==> src/rtl/input_event_conditioner_if.sv <==
// rtl/input_event_conditioner_if.sv - pin-side inputs and conditioned event outputs
interface input_event_conditioner_if #(
  parameter int N_CH = 3
);
  logic [N_CH-1:0] in_raw;
  logic [N_CH-1:0] en_mask;
  logic [N_CH-1:0] clr;
  logic [N_CH-1:0] level_o;
  logic [N_CH-1:0] rise_o;
  logic [N_CH-1:0] fall_o;
  logic [N_CH-1:0] pending_o;
  logic            irq_o;

  modport master (
    output in_raw, en_mask, clr,
    input  level_o, rise_o, fall_o, pending_o, irq_o
  );

  modport slave (
    input  in_raw, en_mask, clr,
    output level_o, rise_o, fall_o, pending_o, irq_o
  );
endinterface

==> src/rtl/input_event_conditioner.sv <==
// rtl/input_event_conditioner.sv - per-channel sync, polarity fix, debounce, edge pulses, sticky pending, masked irq
module input_event_conditioner #(
  parameter int              N_CH            = 3,
  parameter int              SYNC_STAGES     = 2,
  parameter int              DEBOUNCE_CYCLES = 4,
  parameter logic [N_CH-1:0] ACTIVE_LOW      = {N_CH{1'b1}},
  parameter int              PEND_MODE       = 0
) (
  input  logic                        clk,
  input  logic                        arst,
  input_event_conditioner_if.slave    bus
);
  localparam int             CW       = $clog2(DEBOUNCE_CYCLES + 1);
  localparam logic [CW-1:0]  CNT_LAST = CW'(DEBOUNCE_CYCLES - 1);

  logic [N_CH-1:0] sync_q [SYNC_STAGES];
  logic [N_CH-1:0] s;
  logic [CW-1:0]   cnt_q [N_CH];
  logic [CW-1:0]   cnt_d [N_CH];
  logic [N_CH-1:0] level_q, level_d;
  logic [N_CH-1:0] rise_q, rise_d;
  logic [N_CH-1:0] fall_q, fall_d;
  logic [N_CH-1:0] pend_q, pend_d;
  logic [N_CH-1:0] set_ev;

  // Sync flops reset to the idle pin level so leaving reset never looks like an edge.
  always_ff @(posedge clk or posedge arst) begin
    if (arst) begin
      for (int k = 0; k < SYNC_STAGES; k++) sync_q[k] <= ACTIVE_LOW;
    end else begin
      sync_q[0] <= bus.in_raw;
      for (int k = 1; k < SYNC_STAGES; k++) sync_q[k] <= sync_q[k-1];
    end
  end

  assign s = sync_q[SYNC_STAGES-1] ^ ACTIVE_LOW;

  always_comb begin
    case (PEND_MODE)
      0:       set_ev = rise_q;
      1:       set_ev = fall_q;
      default: set_ev = rise_q | fall_q;
    endcase
  end

  always_comb begin
    cnt_d   = cnt_q;
    level_d = level_q;
    rise_d  = '0;
    fall_d  = '0;
    for (int i = 0; i < N_CH; i++) begin
      if (s[i] == level_q[i]) begin
        cnt_d[i] = '0;
      end else if (cnt_q[i] == CNT_LAST) begin
        level_d[i] = s[i];
        rise_d[i]  = s[i];
        fall_d[i]  = ~s[i];
        cnt_d[i]   = '0;
      end else begin
        cnt_d[i] = cnt_q[i] + CW'(1);
      end
    end
    // A set arriving with a clear on the same edge wins, so no event is lost.
    pend_d = (pend_q & ~bus.clr) | set_ev;
  end

  always_ff @(posedge clk or posedge arst) begin
    if (arst) begin
      for (int i = 0; i < N_CH; i++) cnt_q[i] <= '0;
      level_q <= '0;
      rise_q  <= '0;
      fall_q  <= '0;
      pend_q  <= '0;
    end else begin
      cnt_q   <= cnt_d;
      level_q <= level_d;
      rise_q  <= rise_d;
      fall_q  <= fall_d;
      pend_q  <= pend_d;
    end
  end

  assign bus.level_o   = level_q;
  assign bus.rise_o    = rise_q;
  assign bus.fall_o    = fall_q;
  assign bus.pending_o = pend_q;
  assign bus.irq_o     = |(pend_q & bus.en_mask);
endmodule

==> src/flat_wrapper.sv <==
// flat-port wrapper written by rule: the top's interface ports become plain ports
module input_event_conditioner_flat 
#(
  parameter int              N_CH            = 3,
  parameter int              SYNC_STAGES     = 2,
  parameter int              DEBOUNCE_CYCLES = 4,
  parameter logic [N_CH-1:0] ACTIVE_LOW      = {N_CH{1'b1}},
  parameter int              PEND_MODE       = 0
)
  (clk, arst, bus_in_raw, bus_en_mask, bus_clr, bus_level_o, bus_rise_o, bus_fall_o, bus_pending_o, bus_irq_o);
  input_event_conditioner_if #(.N_CH(N_CH)) bus_i ();
  input  logic clk;
  input  logic arst;
  input wire logic [$bits(bus_i.in_raw)-1:0] bus_in_raw;
  input wire logic [$bits(bus_i.en_mask)-1:0] bus_en_mask;
  input wire logic [$bits(bus_i.clr)-1:0] bus_clr;
  output wire logic [$bits(bus_i.level_o)-1:0] bus_level_o;
  output wire logic [$bits(bus_i.rise_o)-1:0] bus_rise_o;
  output wire logic [$bits(bus_i.fall_o)-1:0] bus_fall_o;
  output wire logic [$bits(bus_i.pending_o)-1:0] bus_pending_o;
  output wire logic [$bits(bus_i.irq_o)-1:0] bus_irq_o;
  assign bus_i.in_raw = bus_in_raw;
  assign bus_i.en_mask = bus_en_mask;
  assign bus_i.clr = bus_clr;
  assign bus_level_o = bus_i.level_o;
  assign bus_rise_o = bus_i.rise_o;
  assign bus_fall_o = bus_i.fall_o;
  assign bus_pending_o = bus_i.pending_o;
  assign bus_irq_o = bus_i.irq_o;
  input_event_conditioner #(.N_CH(N_CH), .SYNC_STAGES(SYNC_STAGES), .DEBOUNCE_CYCLES(DEBOUNCE_CYCLES), .ACTIVE_LOW(ACTIVE_LOW), .PEND_MODE(PEND_MODE)) u_core (.clk(clk), .arst(arst), .bus(bus_i));
endmodule
==> config.mk <==
export PLATFORM = sky130hd
export DESIGN_NAME = input_event_conditioner_flat
export DESIGN_NICKNAME = d
export VERILOG_FILES = /design/src/rtl/input_event_conditioner_if.sv /design/src/rtl/input_event_conditioner.sv /design/src/flat_wrapper.sv
export SDC_FILE = /design/constraint.sdc
export NUM_CORES = 1
export LEC_CHECK = 0
export ABC_AREA = 1
export CORE_ASPECT_RATIO = 1.25
export CORE_UTILIZATION = 37
export DETAILED_ROUTE_END_ITERATION = 7
export DONT_BUFFER_PORTS = 1
export SYNTH_ARGS = -nofsm -noshare
export SYNTH_HDL_FRONTEND = slang
export SYNTH_SLANG_ARGS = --single-unit
export TNS_END_PERCENT = 10
==> constraint.sdc <==
create_clock -name clk -period 1.2 [get_ports clk]
set_input_delay 0.06 -clock clk [delete_from_list [all_inputs] [get_ports clk]]
set_output_delay 0.06 -clock clk [all_outputs]
set_load 0.005 [all_outputs]
==> results_dict.tcl <==
set metrics [dict create \
    status "finished, final reports clean" \
    numCtsBuffers 3 \
    regArea_sq_um 683 \
    seqPwrFrac 0.586 \
    use_met2 0.200 \
    power_density_nw_per_um2 1750 \
    cts-resized-gates 0 \
    cts.path.max_buffers 2 \
    clk_pin_slew_ns 0.13 \
    nFillCells 243 \
    fin_skew_ns 0.00148 \
    drcViolationCount 0 \
    hold_violations 0 \
    cellLeakagePower_nw 0.595 \
    combPwrFrac 0.231 \
    htreeDepth 1 \
    top_usage_layer "met2" \
    grtUsageMet3 0.0326 \
    rsz0062_at_grt "no" \
    yosysSeqAreaShare 0.672 \
    drt_iter0_markers 7 \
    synth_cells 101 \
    clock_power_share 0.183 \
    synth_edf_count 0 \
    p_int_mw 1.40 \
    async_flop_share 1.00 \
    tns_ns 0 \
    max-vdd-ir-drop_mv 0.807 \
    clk_latency_ns 0.32 \
    rows 20 \
    die_w_microns 48.9 \
    p_switching_mw 0.650 \
    critPathLaunchType "flop" \
    synth.most_common_cell "nand2_1" \
    clock_sinks 27 \
    crit_fanout 4 \
    setup-violations-final 0 \
    finalMaxSlewViolations 0 \
    antenna_found_initial 0 \
    use_met1 0.125 \
    worst_pin_slew_ns 0.371 \
    synth_cell_types 10 \
    ys_ff_latch 27 \
    crit_required_ns 1.46 \
    cts_tree "yes" \
    port_buffers 0 \
    yosys-top-cells-count "nand2_1 (24), dfrtp_1 (21), inv_1 (21), nor2_1 (12), dfstp_2 (6)" \
    grt_pass1_wl_microns 2530 \
    yosysTopAreaCellShare 0.517 \
    final_nets 129 \
    drtAntennaViolNets 0 \
    post_cts_buffers 0 \
    hold_ws_ns 0.134 \
    die_area_sq_um 2960 \
    vias_per_cell 4.45 \
    area_growth_pct 15.1 \
    num_io_pins 24 \
    hp-class "input pin to async pin" \
    cp.arrival_ns 1.22 \
    multi_input_area_sq_um 255 \
    die_h_microns 60.6 \
    post-route-period-util 0.803 \
    switching_share 0.317 \
    grt_overflow_total 0 \
    yosysWarnings 0 \
    endpoint_kind "flop" \
    syn_area_per_cell_sq_um 10.1 \
    grt_pass1_vias 684 \
    layout-drive-gt1-share 0.140 \
    clock.fmax_mhz 1040 \
    dpl.hpwl_microns 1090 \
    gp_congestion 0.749 \
    critical_path_class "flop to flop" \
    totalWireLength_microns 1440 \
    timing.final.crit_period_ns 0.963 \
    synthTopCellsByArea "dfrtp_1 (52%), dfstp_2 (15%), nand2_1 (8.9%), inv_1 (7.7%), nor2_1 (4.4%)" \
    rr_worst_depth 4 \
    grt_max_degree 16 \
    max_cap_viol_count 0 \
    num_vias 654 \
    wire_per_inst_microns 9.82 \
    syn_nets 115 \
    synth_top_area_cell "dfrtp_1" \
    diodes 0 \
    synth_area_sq_um 1020 \
    grt_util_all_layers 0.117 \
    dr.pass1.iters 3 \
    cts-root-buf "clkbuf_4" \
    core-area_sq_um 2530 \
    synth-main-ff-cell "dfrtp_1" \
    start_util 0.402 \
    max-slew-margin-rel 0.752 \
]
## layer usage
layer,wire length [microns],vias to the layer above
li1,-,321
met1,637,304
met2,678,25
met3,91,4
met4,36,0
met5,0,-
## stage by stage
| step | setup WS, ns | power (mW) | area, sq um | instances | utilization |
|---|---|---|---|---|---|
| detailed placement | 0.267 | 1.67 | 1070 | 136 | 0.425 |
| finish | 0.237 | 2.05 | 1170 | 147 | 0.463 |
| global route | 0.145 | 2.22 | 1170 | 147 | 0.463 |
| floorplan | 0.332 | 1.57 | 1020 | 101 | - |
| CTS | 0.210 | 2.09 | 1170 | 147 | 0.463 |
| global placement | 0.288 | 1.65 | 1070 | 136 | 0.425 |
## final timing paths
| kind | slack [ns] | startpoint | end |
|---|---|---|---|
| max | 0.24 | u_core.cnt_q[6] | u_core.cnt_q[6] |
| min | 0.13 | arst | u_core.bus.fall_o[1] |
| max reg2reg | 0.24 | u_core.cnt_q[6] | u_core.cnt_q[6] |
| min reg2reg | 0.37 | u_core.sync_q[5] | u_core.sync_q[2] |
| max in group asynchronous | 0.52 | arst | u_core.sync_q[0] |
| min in group clk | 0.23 | bus_en_mask[2] | bus_irq_o |
## cells in the final DEF, fill, tap and decap left out
cell type	Yosys	final
dfstp_2	6	6
dlygate4sd3_1	0	7
o21bai_1	3	3
dfrtp_1	21	21
nor2_1	12	12
clkinv_2	0	1
nand3_1	4	4
clkbuf_4	0	3
inv_1	21	21
nor3_1	3	3
nand2_1	24	24
buf_4	0	2
ha_1	3	3
nand2_2	4	4
## registers in the layout (all words and copies together) (netlist names)
register              flops
u_core.bus.rise_o         3
u_core.bus.pending_o      3
u_core.bus.fall_o         3
u_core.cnt_q              9
u_core.sync_q             6
u_core.bus.level_o        3
## cells by family (layout without fill, tap and decap cells)
kind of cell	Yosys count	count (layout)	share of synthesized area
and+or+nand+nor	47	47	0.192
DFF	27	27	0.672
buffers and inverters	21	34	0.0775
adders and majority gates	3	3	0.0369
AOI/OAI and AO/OA	3	3	0.0221
## final cells by class
class                   count  share of cell area
repair buffers              9              0.0726
multi-input cells          53               0.218
clock buffers               3              0.0192
clock inverters             1             0.00427
flip-flops and latches     27               0.583
well taps                  33              0.0353
inverters                  21              0.0673
## what timing repair did
| item | CTS | global route |
|---|---|---|
| hold buffers | 7 | 0 |
| setup endpoints to repair | 0 | 0 |
| endpoints found under the hold margin | 29 | 0 |
## critical path: stages, from the launching register on
cell and delay [ns]:
dfrtp_1 0.41, ha_1 0.24, nand2_2 0.11, nand2_1 0.05, nor2_1 0.10
## power groups by stage
stage	Combinational (mW)	Sequential (mW)	Clock, mW
2_1_floorplan	0.374	1.19	0
3_3_place_gp	0.433	1.21	0
3_5_place_dp	0.454	1.22	0
4_1_cts	0.480	1.20	0.408
5_1_grt	0.560	1.22	0.437
6_report	0.472	1.20	0.375
(Power assumes the default switching activity.)
